--- src/rtl/dom_pg_pkg.sv ---
// Shared helpers for the masked pass-gate XOR pipeline.
//
// Purpose : sizing helpers and the share-pair index mapping used by the
//           DOM-indep AND stages and the top-level pipeline.
// Contents: np()       - number of share pairs, SHARES*(SHARES-1)/2
//           rnd_w()    - fresh random bits needed per transaction
//           pair_idx() - lexicographic index k of share pair (i<j)
//           LATENCY    - advance cycles from input accept to output valid
package dom_pg_pkg;

   localparam int LATENCY = 3;

   function automatic int np(input int shares);
      return shares * (shares - 1) / 2;
   endfunction

   function automatic int rnd_w(input int shares, input int width);
      return 3 * np(shares) * width;
   endfunction

   // Pairs (0,1),(0,2)..(0,n-1),(1,2).. numbered 0,1,2.. in that order.
   function automatic int pair_idx(input int i, input int j, input int shares);
      return i * (2 * shares - i - 1) / 2 + (j - i - 1);
   endfunction

endpackage

--- src/rtl/dom_and_stage.sv ---
// One DOM-indep AND gadget layer with its register barrier.
//
// Purpose : computes per-domain product terms of two Boolean-shared operands,
//           blinds every cross-domain term with the fresh random word shared
//           by its pair, and registers all terms. The registered terms are
//           compressed (XOR within each domain) combinationally on comp_o.
// Ports   : clk, rst_n - clock, asynchronous active-low reset
//           en         - load enable (pipeline advance)
//           clr        - load zeros instead of fresh terms when enabled
//           a_sh, b_sh - operand shares, share s at [s*WIDTH +: WIDTH]
//           rnd        - NP*WIDTH random bits, pair k at [k*WIDTH +: WIDTH]
//           prod_o     - registered terms, domain i / term j at
//                        [(i*SHARES+j)*WIDTH +: WIDTH]
//           comp_o     - per-domain XOR of the registered terms
module dom_and_stage
   import dom_pg_pkg::*;
#(
   parameter int SHARES = 2,
   parameter int WIDTH  = 8
) (
   input  logic                             clk,
   input  logic                             rst_n,
   input  logic                             en,
   input  logic                             clr,
   input  logic [SHARES*WIDTH-1:0]          a_sh,
   input  logic [SHARES*WIDTH-1:0]          b_sh,
   input  logic [np(SHARES)*WIDTH-1:0]      rnd,
   output logic [SHARES*SHARES*WIDTH-1:0]   prod_o,
   output logic [SHARES*WIDTH-1:0]          comp_o
);

   logic [SHARES*SHARES*WIDTH-1:0] term_d;
   logic [SHARES*SHARES*WIDTH-1:0] term_q;

   // Domain i owns a_i & b_j. Both halves of a cross pair share r_k, so the
   // mask cancels once all domains are recombined.
   always_comb begin
      term_d = '0;
      for (int i = 0; i < SHARES; i++) begin
         for (int j = 0; j < SHARES; j++) begin
            if (i == j) begin
               term_d[(i*SHARES+j)*WIDTH +: WIDTH] =
                  a_sh[i*WIDTH +: WIDTH] & b_sh[i*WIDTH +: WIDTH];
            end else if (i < j) begin
               term_d[(i*SHARES+j)*WIDTH +: WIDTH] =
                  (a_sh[i*WIDTH +: WIDTH] & b_sh[j*WIDTH +: WIDTH]) ^
                  rnd[pair_idx(i, j, SHARES)*WIDTH +: WIDTH];
            end else begin
               term_d[(i*SHARES+j)*WIDTH +: WIDTH] =
                  (a_sh[i*WIDTH +: WIDTH] & b_sh[j*WIDTH +: WIDTH]) ^
                  rnd[pair_idx(j, i, SHARES)*WIDTH +: WIDTH];
            end
         end
      end
   end

   // Register barrier: stops glitches from combining unmasked cross terms.
   always_ff @(posedge clk or negedge rst_n) begin
      if (!rst_n) begin
         term_q <= '0;
      end else if (en) begin
         if (clr) term_q <= '0;
         else     term_q <= term_d;
      end
   end

   always_comb begin
      comp_o = '0;
      for (int i = 0; i < SHARES; i++) begin
         for (int j = 0; j < SHARES; j++) begin
            comp_o[i*WIDTH +: WIDTH] = comp_o[i*WIDTH +: WIDTH] ^
                                       term_q[(i*SHARES+j)*WIDTH +: WIDTH];
         end
      end
   end

   assign prod_o = term_q;

endmodule

--- src/rtl/dom_xor_pg_pipe.sv ---
// Pipelined glitch-robust masked XOR (pass-gate form) for SHARES shares.
//
// Purpose : y = (a & ~b) ^ (~a & b) ^ ((a & ~b) & (~a & b)) on Boolean shares,
//           built from three DOM-indep AND layers separated by registers.
//           Recombined result equals a ^ b for any randomness.
// Ports   : clk, rst_n          - clock, asynchronous active-low reset
//           in_valid_i/in_ready_o   - input share stream handshake
//           a_sh_i, b_sh_i          - operand shares, share s at [s*WIDTH +: WIDTH]
//           rnd_valid_i/rnd_ready_o - randomness handshake
//           rnd_i                   - 3*NP*WIDTH fresh bits: AND1, AND1', AND2
//           out_valid_o/out_ready_i - output share stream handshake
//           y_sh_o                  - result shares, same layout
// Build option: define PG_ZEROIZE_EN to load zeros into every stage that
//           receives a bubble, so no stale share data stays resident.
// Latency : 3 advance cycles; 1 transaction per cycle when not stalled.
module dom_xor_pg_pipe
   import dom_pg_pkg::*;
#(
   parameter int SHARES = 2,
   parameter int WIDTH  = 8
) (
   input  logic                              clk,
   input  logic                              rst_n,
   input  logic                              in_valid_i,
   output logic                              in_ready_o,
   input  logic [SHARES*WIDTH-1:0]           a_sh_i,
   input  logic [SHARES*WIDTH-1:0]           b_sh_i,
   input  logic                              rnd_valid_i,
   output logic                              rnd_ready_o,
   input  logic [rnd_w(SHARES, WIDTH)-1:0]   rnd_i,
   output logic                              out_valid_o,
   input  logic                              out_ready_i,
   output logic [SHARES*WIDTH-1:0]           y_sh_o
);

   localparam int NPW = np(SHARES) * WIDTH;
   localparam int SW  = SHARES * WIDTH;
   localparam int PW  = SHARES * SHARES * WIDTH;

   logic          advance;
   logic          vld_p1;
   logic          vld_p2;
   logic          clr_s1;
   logic          clr_s2;
   logic          clr_s3;
   logic [SW-1:0] a_n;
   logic [SW-1:0] b_n;
   logic [SW-1:0] x_comp;
   logic [SW-1:0] z_comp;
   logic [SW-1:0] t_comp;
   logic [SW-1:0] x_sh_p2;
   logic [SW-1:0] z_sh_p2;
   logic [SW-1:0] y_d;
   logic [PW-1:0] x_prod_unused;
   logic [PW-1:0] z_prod_unused;
   logic [PW-1:0] t_prod_unused;

   // Randomness is tied to the whole pipeline moving, never to in_valid_i,
   // so bubbles still consume (and are blinded by) fresh bits.
   assign advance     = rnd_valid_i & (~out_valid_o | out_ready_i);
   assign in_ready_o  = advance;
   assign rnd_ready_o = advance;

`ifdef PG_ZEROIZE_EN
   assign clr_s1 = ~in_valid_i;
   assign clr_s2 = ~vld_p1;
   assign clr_s3 = ~vld_p2;
`else
   assign clr_s1 = 1'b0;
   assign clr_s2 = 1'b0;
   assign clr_s3 = 1'b0;
`endif

   // Masked NOT touches share 0 only.
   always_comb begin
      a_n            = a_sh_i;
      b_n            = b_sh_i;
      a_n[WIDTH-1:0] = ~a_sh_i[WIDTH-1:0];
      b_n[WIDTH-1:0] = ~b_sh_i[WIDTH-1:0];
   end

   // ---- S1: x = a & ~b and z = ~a & b product registers ----
   dom_and_stage #(.SHARES(SHARES), .WIDTH(WIDTH)) u_and_x (
      .clk    (clk),
      .rst_n  (rst_n),
      .en     (advance),
      .clr    (clr_s1),
      .a_sh   (a_sh_i),
      .b_sh   (b_n),
      .rnd    (rnd_i[0 +: NPW]),
      .prod_o (x_prod_unused),
      .comp_o (x_comp)
   );

   dom_and_stage #(.SHARES(SHARES), .WIDTH(WIDTH)) u_and_z (
      .clk    (clk),
      .rst_n  (rst_n),
      .en     (advance),
      .clr    (clr_s1),
      .a_sh   (a_n),
      .b_sh   (b_sh_i),
      .rnd    (rnd_i[NPW +: NPW]),
      .prod_o (z_prod_unused),
      .comp_o (z_comp)
   );

   // ---- S2: compressed x/z shares and t = x & z product registers ----
   // The AND2 slice of rnd_i belongs to the transaction currently in S1.
   dom_and_stage #(.SHARES(SHARES), .WIDTH(WIDTH)) u_and_t (
      .clk    (clk),
      .rst_n  (rst_n),
      .en     (advance),
      .clr    (clr_s2),
      .a_sh   (x_comp),
      .b_sh   (z_comp),
      .rnd    (rnd_i[2*NPW +: NPW]),
      .prod_o (t_prod_unused),
      .comp_o (t_comp)
   );

   always_ff @(posedge clk or negedge rst_n) begin
      if (!rst_n) begin
         x_sh_p2 <= '0;
         z_sh_p2 <= '0;
      end else if (advance) begin
         if (clr_s2) begin
            x_sh_p2 <= '0;
            z_sh_p2 <= '0;
         end else begin
            x_sh_p2 <= x_comp;
            z_sh_p2 <= z_comp;
         end
      end
   end

   // ---- S3: per-domain y = x ^ z ^ compress(t) output register ----
   assign y_d = x_sh_p2 ^ z_sh_p2 ^ t_comp;

   always_ff @(posedge clk or negedge rst_n) begin
      if (!rst_n) begin
         y_sh_o <= '0;
      end else if (advance) begin
         if (clr_s3) y_sh_o <= '0;
         else        y_sh_o <= y_d;
      end
   end

   // Valid chain moves in lockstep with the data registers.
   always_ff @(posedge clk or negedge rst_n) begin
      if (!rst_n) begin
         vld_p1      <= 1'b0;
         vld_p2      <= 1'b0;
         out_valid_o <= 1'b0;
      end else if (advance) begin
         vld_p1      <= in_valid_i;
         vld_p2      <= vld_p1;
         out_valid_o <= vld_p2;
      end
   end

endmodule
--- config.mk ---
export PLATFORM = sky130hd
export DESIGN_NAME = dom_xor_pg_pipe
export DESIGN_NICKNAME = d
export VERILOG_FILES = /design/src/rtl/dom_pg_pkg.sv /design/src/rtl/dom_and_stage.sv /design/src/rtl/dom_xor_pg_pipe.sv
export SDC_FILE = /design/constraint.sdc
export NUM_CORES = 1
export LEC_CHECK = 0
export BUFFER_PORTS_ARGS = -buffer_cell sky130_fd_sc_hd__buf_2
export CAP_MARGIN = 20
export CORE_AREA = 2 2 143 145
export CTS_BUF_LIST = sky130_fd_sc_hd__clkbuf_8
export DETAILED_ROUTE_END_ITERATION = 16
export DIE_AREA = 0 0 145 147
export HOLD_SLACK_MARGIN = 0.12
export RECOVER_POWER = 50
export SETUP_SLACK_MARGIN = 0.05
export SYNTH_ARGS = -nofsm -noshare
export SYNTH_HDL_FRONTEND = slang
export SYNTH_SLANG_ARGS = --single-unit
export TNS_END_PERCENT = 50
--- constraint.sdc ---
create_clock -name clk -period 1.3 [get_ports clk]
set_clock_uncertainty 0.05 [all_clocks]
set_input_delay 0.13 -clock clk [delete_from_list [all_inputs] [get_ports clk]]
set_output_delay 0.13 -clock clk [all_outputs]
set_load 0.01 [all_outputs]
==> flow_metrics.tcl, run 1 <==
set metrics [dict create \
    fin_crit_sh 1.13 \
    ys_seq_elements 139 \
    setup_slack_ns -0.171 \
    numCtsBuffers 17 \
    path_buf_inv 4 \
    antenna_found_initial 0 \
    yosys-top-cells-area "dfrtp_1, xnor2_1, a21oi_1" \
    irDropWorstVdd_mv 0.805 \
    worst_ep_arrival_time_ns 1.74 \
    first_global_vias 5564 \
    clkSlewWorstSetupHoldPaths_ns 0.08 \
    die-area_mm2 0.0213 \
    cts_tree "done" \
    timing.final.crit_period_ns 1.47 \
    vias_per_cell 4.90 \
    violations "setup timing" \
    die_y_um 147 \
    ys.warnings.count 0 \
    drt_iter0_markers 479 \
    tns_ns -8.72 \
    placed_cells 1015 \
    ant_nets 0 \
    cp_slowest_cell "dfrtp_1" \
    finalHoldViolCount 0 \
    powerDensity_mw_per_mm2 2080 \
    yosysTopAreaCell "dfrtp_1" \
    synthesis.instances 676 \
    tightestPinTransition_ns 0.881 \
    route.detailed.drc 0 \
    gp_congestion 0.785 \
    yosysTopAreaCellShare 0.508 \
    cts_buffer_depth 2 \
    routed_wirelength_um 17500 \
    r2r_cells 7 \
    grt-ovfl-total 0 \
    rsz0062_at_grt "yes" \
    grt_use_total 0.168 \
    area_delta_synth_final_pct 37.1 \
    cp_slowest_stage_delay_ns 0.41 \
    critPathKind "reg -> reg" \
    synth.most_common_cell "a21oi_1" \
    critPathTopFamily "buffers and inverters" \
    worst_hold_slack_ns 0.220 \
    cts_root_buffer "clkbuf_8" \
    setup_viol 91 \
    maxSlewViolCount 0 \
    io_buffers 79 \
    leakagePower_nw 3.82 \
    dp_hpwl_um 10500 \
    drive_above_1_share 0.248 \
    clk_latency_ns 0.44 \
    min-delay-start "rnd_valid_i" \
    worstHoldEndpoint "y_sh_o[8]$_DFFE_PN0P_" \
    reg2reg_slack_ns -0.17 \
    grt_pass1_wl_um 28700 \
    core_area_mm2 0.0198 \
    antennaDiodeCount 0 \
    fmax_mhz 680 \
    cp_max_fo 7 \
    end_kind "flip-flop" \
    start_util 0.345 \
    syn_nets 737 \
    path_cells "nand2b_4 -> nand2_8 -> inv_16 -> buf_4 -> buf_12 -> bufbuf_16 -> a31oi_4" \
    synth-edff-count 0 \
    vias 5514 \
    wl_per_cell_um 15.5 \
    syn_avg_cell_area_um2 10.1 \
    ios 80 \
    synth_commonest_cells "a21oi_1, dfrtp_1, xnor2_1, o21ai_0, inv_1" \
    die_x_um 145 \
    min_path_type "in -> reg" \
    hold_depth 4 \
    synth.distinct_cells 26 \
    r2r-end "u_and_t.prod_o[30]$_DFFE_PN0P_" \
    synthArstFlopShare 1.00 \
    rows 52 \
    syn-cell-area_mm2 0.00684 \
    synth_ff_type "dfrtp_1" \
    synth_seq_area_share 0.508 \
    rr_startpoint "out_valid_o$_DFFE_PN0P_" \
    nets 904 \
    maxCapViolations 0 \
    clock_sinks 139 \
    status "complete, but fails checks" \
    grt_max_degree 73 \
    firstDrtPassIters 5 \
    slew_headroom 0.413 \
    h-tree-depth 4 \
    fin_cells 1126 \
    start_kind "flip-flop" \
    worstPathRequired_ns 1.57 \
]
-- power breakdown --
| part | internal, W | switching, W | leakage, nW |
|---|---|---|---|
| sequential | 0.00605 | 0.00132 | 1.61 |
| clock | 0.00209 | 0.00172 | 0.213 |
| combinational | 0.00437 | 0.00393 | 2.00 |
-- per-stage QoR --
step	worst slack, ns	utilization	area, um2	total power, W
floorplan	-0.0730	-	6880	0.0122
global placement	-0.0410	0.389	7720	0.0142
detailed placement	-0.0795	0.389	7720	0.0143
CTS	-0.183	0.467	9260	0.0193
global route	-0.244	0.473	9380	0.0208
finish	-0.171	0.473	9380	0.0195
-- state kept, by name (all words and copies together) (netlist names) --
name            count
out_valid_o         1
u_and_t.prod_o     32
u_and_x.prod_o     32
u_and_z.prod_o     24
vld_p1              1
vld_p2              1
x_sh_p2            16
y_sh_o             16
z_sh_p2            16
-- layer usage --
layer,global-route usage,share of wire
met5,0,0
met4,0.0540,0.013
met3,0.0255,0.034
met2,0.247,0.45
met1,0.254,0.51
-- timing repair --
action                                  in CTS  in global routing
cloned                                      10                  1
endpoints found under the setup margin     134                142
endpoints found under the hold margin      212                  0
pin swaps                                    2                  1
setup buffers                               10                  1
hold buffers                                58                  0
resized for setup                           52                 32
-- placed cells by master, fill, tap and decap left out, types with 19 or more instances in the layout --
cell type      instances
dlygate4sd3_1         58
dfrtp_1              137
inv_1                 33
a21oi_1              139
or3_1                 19
a21oi_2               22
xnor2_1               94
buf_4                 23
o21ai_0               31
buf_2                 75
nand2_1               21
-- how the worst max path moves through the flow --
| stage | cells after the start | slack, ns | to | startpoint |
|---|---|---|---|---|
| 3_3_place_gp | 5 | -0.04 | u_and_t.prod_o[31]$_DFFE_PN0P_ | out_valid_o$_DFFE_PN0P_ |
| 2_1_floorplan | 6 | -0.07 | out_valid_o$_DFFE_PN0P_ | out_valid_o$_DFFE_PN0P_ |
| 6_report | 7 | -0.17 | u_and_t.prod_o[30]$_DFFE_PN0P_ | out_valid_o$_DFFE_PN0P_ |
| 5_1_grt | 5 | -0.24 | rnd_ready_o | out_valid_o$_DFFE_PN0P_ |
| 3_5_place_dp | 5 | -0.08 | u_and_t.prod_o[31]$_DFFE_PN0P_ | out_valid_o$_DFFE_PN0P_ |
| 4_1_cts | 5 | -0.18 | rnd_ready_o | out_valid_o$_DFFE_PN0P_ |
-- logic make-up (layout without fill, tap and decap cells) --
group,Yosys count,count (layout),share of synthesized area
DFF,139,139,0.508
muxes,8,8,0.0170
buffers and inverters,76,256,0.0530
xor gates and xnor gates,112,112,0.143
and+or+nand+nor,98,98,0.0916
AOI/OAI and AO/OA,243,243,0.187
-- worst reg2reg max path: stages, from the launching register on --
cell and delay [ns]:
dfrtp_1 0.41, nand2b_4 0.12, nand2_8 0.08, inv_16 0.06, buf_4 0.14, buf_12 0.14
bufbuf_16 0.28, a31oi_4 0.07
-- cell type report --
| cell class | instances | area, um2 |
|---|---|---|
| clock buffers | 17 | 234 |
| clock inverters | 15 | 200 |
| fillers | 1825 | 10500 |
| inverters | 33 | 140 |
| multi-input cells | 461 | 3180 |
| flip-flops and latches | 139 | 3480 |
| well taps | 270 | 338 |
| repair buffers | 189 | 1790 |
| repair inverters | 2 | 17.5 |
Power figures use the tool's default switching activity.
==> run 2: changes to the inputs <==
==> constraint.sdc (replaced) <==
create_clock -name clk -period 1.2 [get_ports clk]
set_clock_uncertainty 0.05 [all_clocks]
set_input_delay 0.12 -clock clk [delete_from_list [all_inputs] [get_ports clk]]
set_output_delay 0.12 -clock clk [all_outputs]
set_load 0.01 [all_outputs]
==> run 2 against run 1 <==
Effect of this change: clock-buffer cell count is the same; worst hold slack lost 0.065 ns; cell area grew 13%; first-iteration DRC count shrank 33%; critical path type is now reg -> out; the run still ends with setup timing left; sequential cell count is the same; die area is the same.
==> flow_metrics.tcl, run 2 (same netlist as run 1, synthesis figures left out) <==
set metrics [dict create \
    status "complete, but fails checks" \
    violations "setup timing" \
    start_kind "flip-flop" \
    path_cells "nand2b_4 -> nand2_8 -> inv_12 -> buf_12 -> buf_12 -> buf_6" \
    routed_wirelength_um 19200 \
    die-area_mm2 0.0213 \
    numCtsBuffers 17 \
    path_buf_inv 4 \
    met2_usage 0.250 \
    p_total_w 0.0239 \
    dpl_cell_area_mm2 0.00813 \
    critPathKind "reg -> out" \
    drt_iter0_markers 320 \
    dp_hpwl_um 11200 \
    first_global_vias 5610 \
    cp_slowest_stage_delay_ns 0.40 \
    ios 80 \
    core_area_mm2 0.0198 \
    min_path_type "in -> reg" \
    area_delta_synth_final_pct 54.5 \
    setup_viol 143 \
    maxSlewViolCount 0 \
    critPathTopFamily "flip-flops" \
    most-common-layout-cells "dfrtp_1, xnor2_1, a21oi_2" \
    clkSlewWorstSetupHoldPaths_ns 0.09 \
    h-tree-depth 4 \
    grt_use_total 0.172 \
    clk_latency_ns 0.44 \
    use_met1 0.258 \
    grt-ovfl-total 0 \
    ant_nets 0 \
    wl_per_cell_um 16.3 \
    slew_headroom 0.409 \
    grt_max_degree 62 \
    nets 956 \
    tns_ns -29.01 \
    cp_slowest_cell "dfrtp_1" \
    irDropWorstVdd_mv 0.768 \
    drive_above_1_share 0.394 \
    critPathMostFrequentCell "buf_12" \
    vias 5737 \
    mostFrequentLayoutCell "dfrtp_1" \
    start_util 0.345 \
    stdcell_area_mm2 0.0106 \
    cts_tree "done" \
    worst_ep_arrival_time_ns 1.40 \
    tightestPinTransition_ns 0.886 \
    cts_root_buffer "clkbuf_8" \
    pre_cts_slack_ns -0.126 \
    holdBufCountCts 58 \
    worstPathRequired_ns 1.03 \
    fin_util 0.533 \
    rows 52 \
    die_x_um 145 \
    finalHoldViolCount 0 \
    clock_sinks 139 \
    io_buffers 79 \
    rsz0062_at_grt "yes" \
    grt.busiest_layer "met1" \
    antennaDiodeCount 0 \
    end_kind "output port" \
    cp_max_fo 4 \
    grt_pass1_wl_um 29500 \
    firstDrtPassIters 7 \
    setup_slack_ns -0.368 \
    vias_per_cell 4.87 \
    met3_usage 0.0382 \
    gp_congestion 0.736 \
    fmax_mhz 638 \
    fin_crit_sh 1.31 \
    cts_buffer_depth 2 \
    powerDensity_mw_per_mm2 2260 \
    antenna_found_initial 0 \
    route.detailed.drc 0 \
    timing.final.crit_period_ns 1.57 \
    maxCapViolations 0 \
    die_y_um 147 \
    leakagePower_nw 4.19 \
]
==> run 2: cell type report <==
cell class | instances | area (um2)
fillers | 1651 | 9270
multi-input cells | 461 | 3740
flip-flops and latches | 139 | 3480
repair buffers | 243 | 2440
well taps | 270 | 338
clock buffers | 17 | 234
clock inverters | 15 | 203
inverters | 33 | 136
==> run 2: path summary, 6_finish.rpt <==
path	slack, ns	cells past startpoint	end	from
max reg2reg	-0.30	7	u_and_t.prod_o[5]$_DFFE_PN0P_	out_valid_o$_DFFE_PN0P_
max in group asynchronous	0.07	3	u_and_z.prod_o[7]$_DFFE_PN0P_	rst_n
min	0.16	5	y_sh_o[1]$_DFFE_PN0P_	rnd_valid_i
min reg2reg	0.47	1	vld_p2$_DFFE_PN0P_	vld_p2$_DFFE_PN0P_
min in group asynchronous	0.29	2	x_sh_p2[7]$_DFFE_PN0P_	rst_n
max	-0.37	6	rnd_ready_o	out_valid_o$_DFFE_PN0P_
==> run 2: timing repair <==
item / CTS / global route
setup endpoints to repair: 157 / 158
cloned: 6 / 8
endpoints found under the hold margin: 212 / 12
resized for setup: 114 / 145
pin swaps: 5 / 59
setup buffers: 12 / 5
==> run 2: worst register-to-register path: cells and delay by family (launching register included) <==
kind	cells	cell delay, ns
compound gates	1	0.16
buf+inv	4	0.57
flops	1	0.41
simple gates	2	0.25
==> run 2: layer usage <==
| layer | vias up | part of all wire |
|---|---|---|
| met5 | - | 0 |
| met4 | 0 | 0.014 |
| met3 | 20 | 0.034 |
| met2 | 126 | 0.45 |
| met1 | 2792 | 0.50 |
| li1 | 2799 | - |
==> run 2: power by group <==
part,leakage (nW),internal [W],switching [W],total [W]
registers,1.61,0.00655,0.00164,0.00820
logic,2.36,0.00629,0.00524,0.0115
clock network,0.215,0.00226,0.00190,0.00417
total,4.19,0.0151,0.00879,0.0239
==> run 2: metrics by stage <==
step / std cells / hold slack [ns]
finish: 1178 / 0.155
global route: 1178 / 0.150
CTS: 1168 / 0.0794
detailed placement: 1061 / -0.0253
global placement: 1061 / -0.0263
floorplan: 676 / -0.226
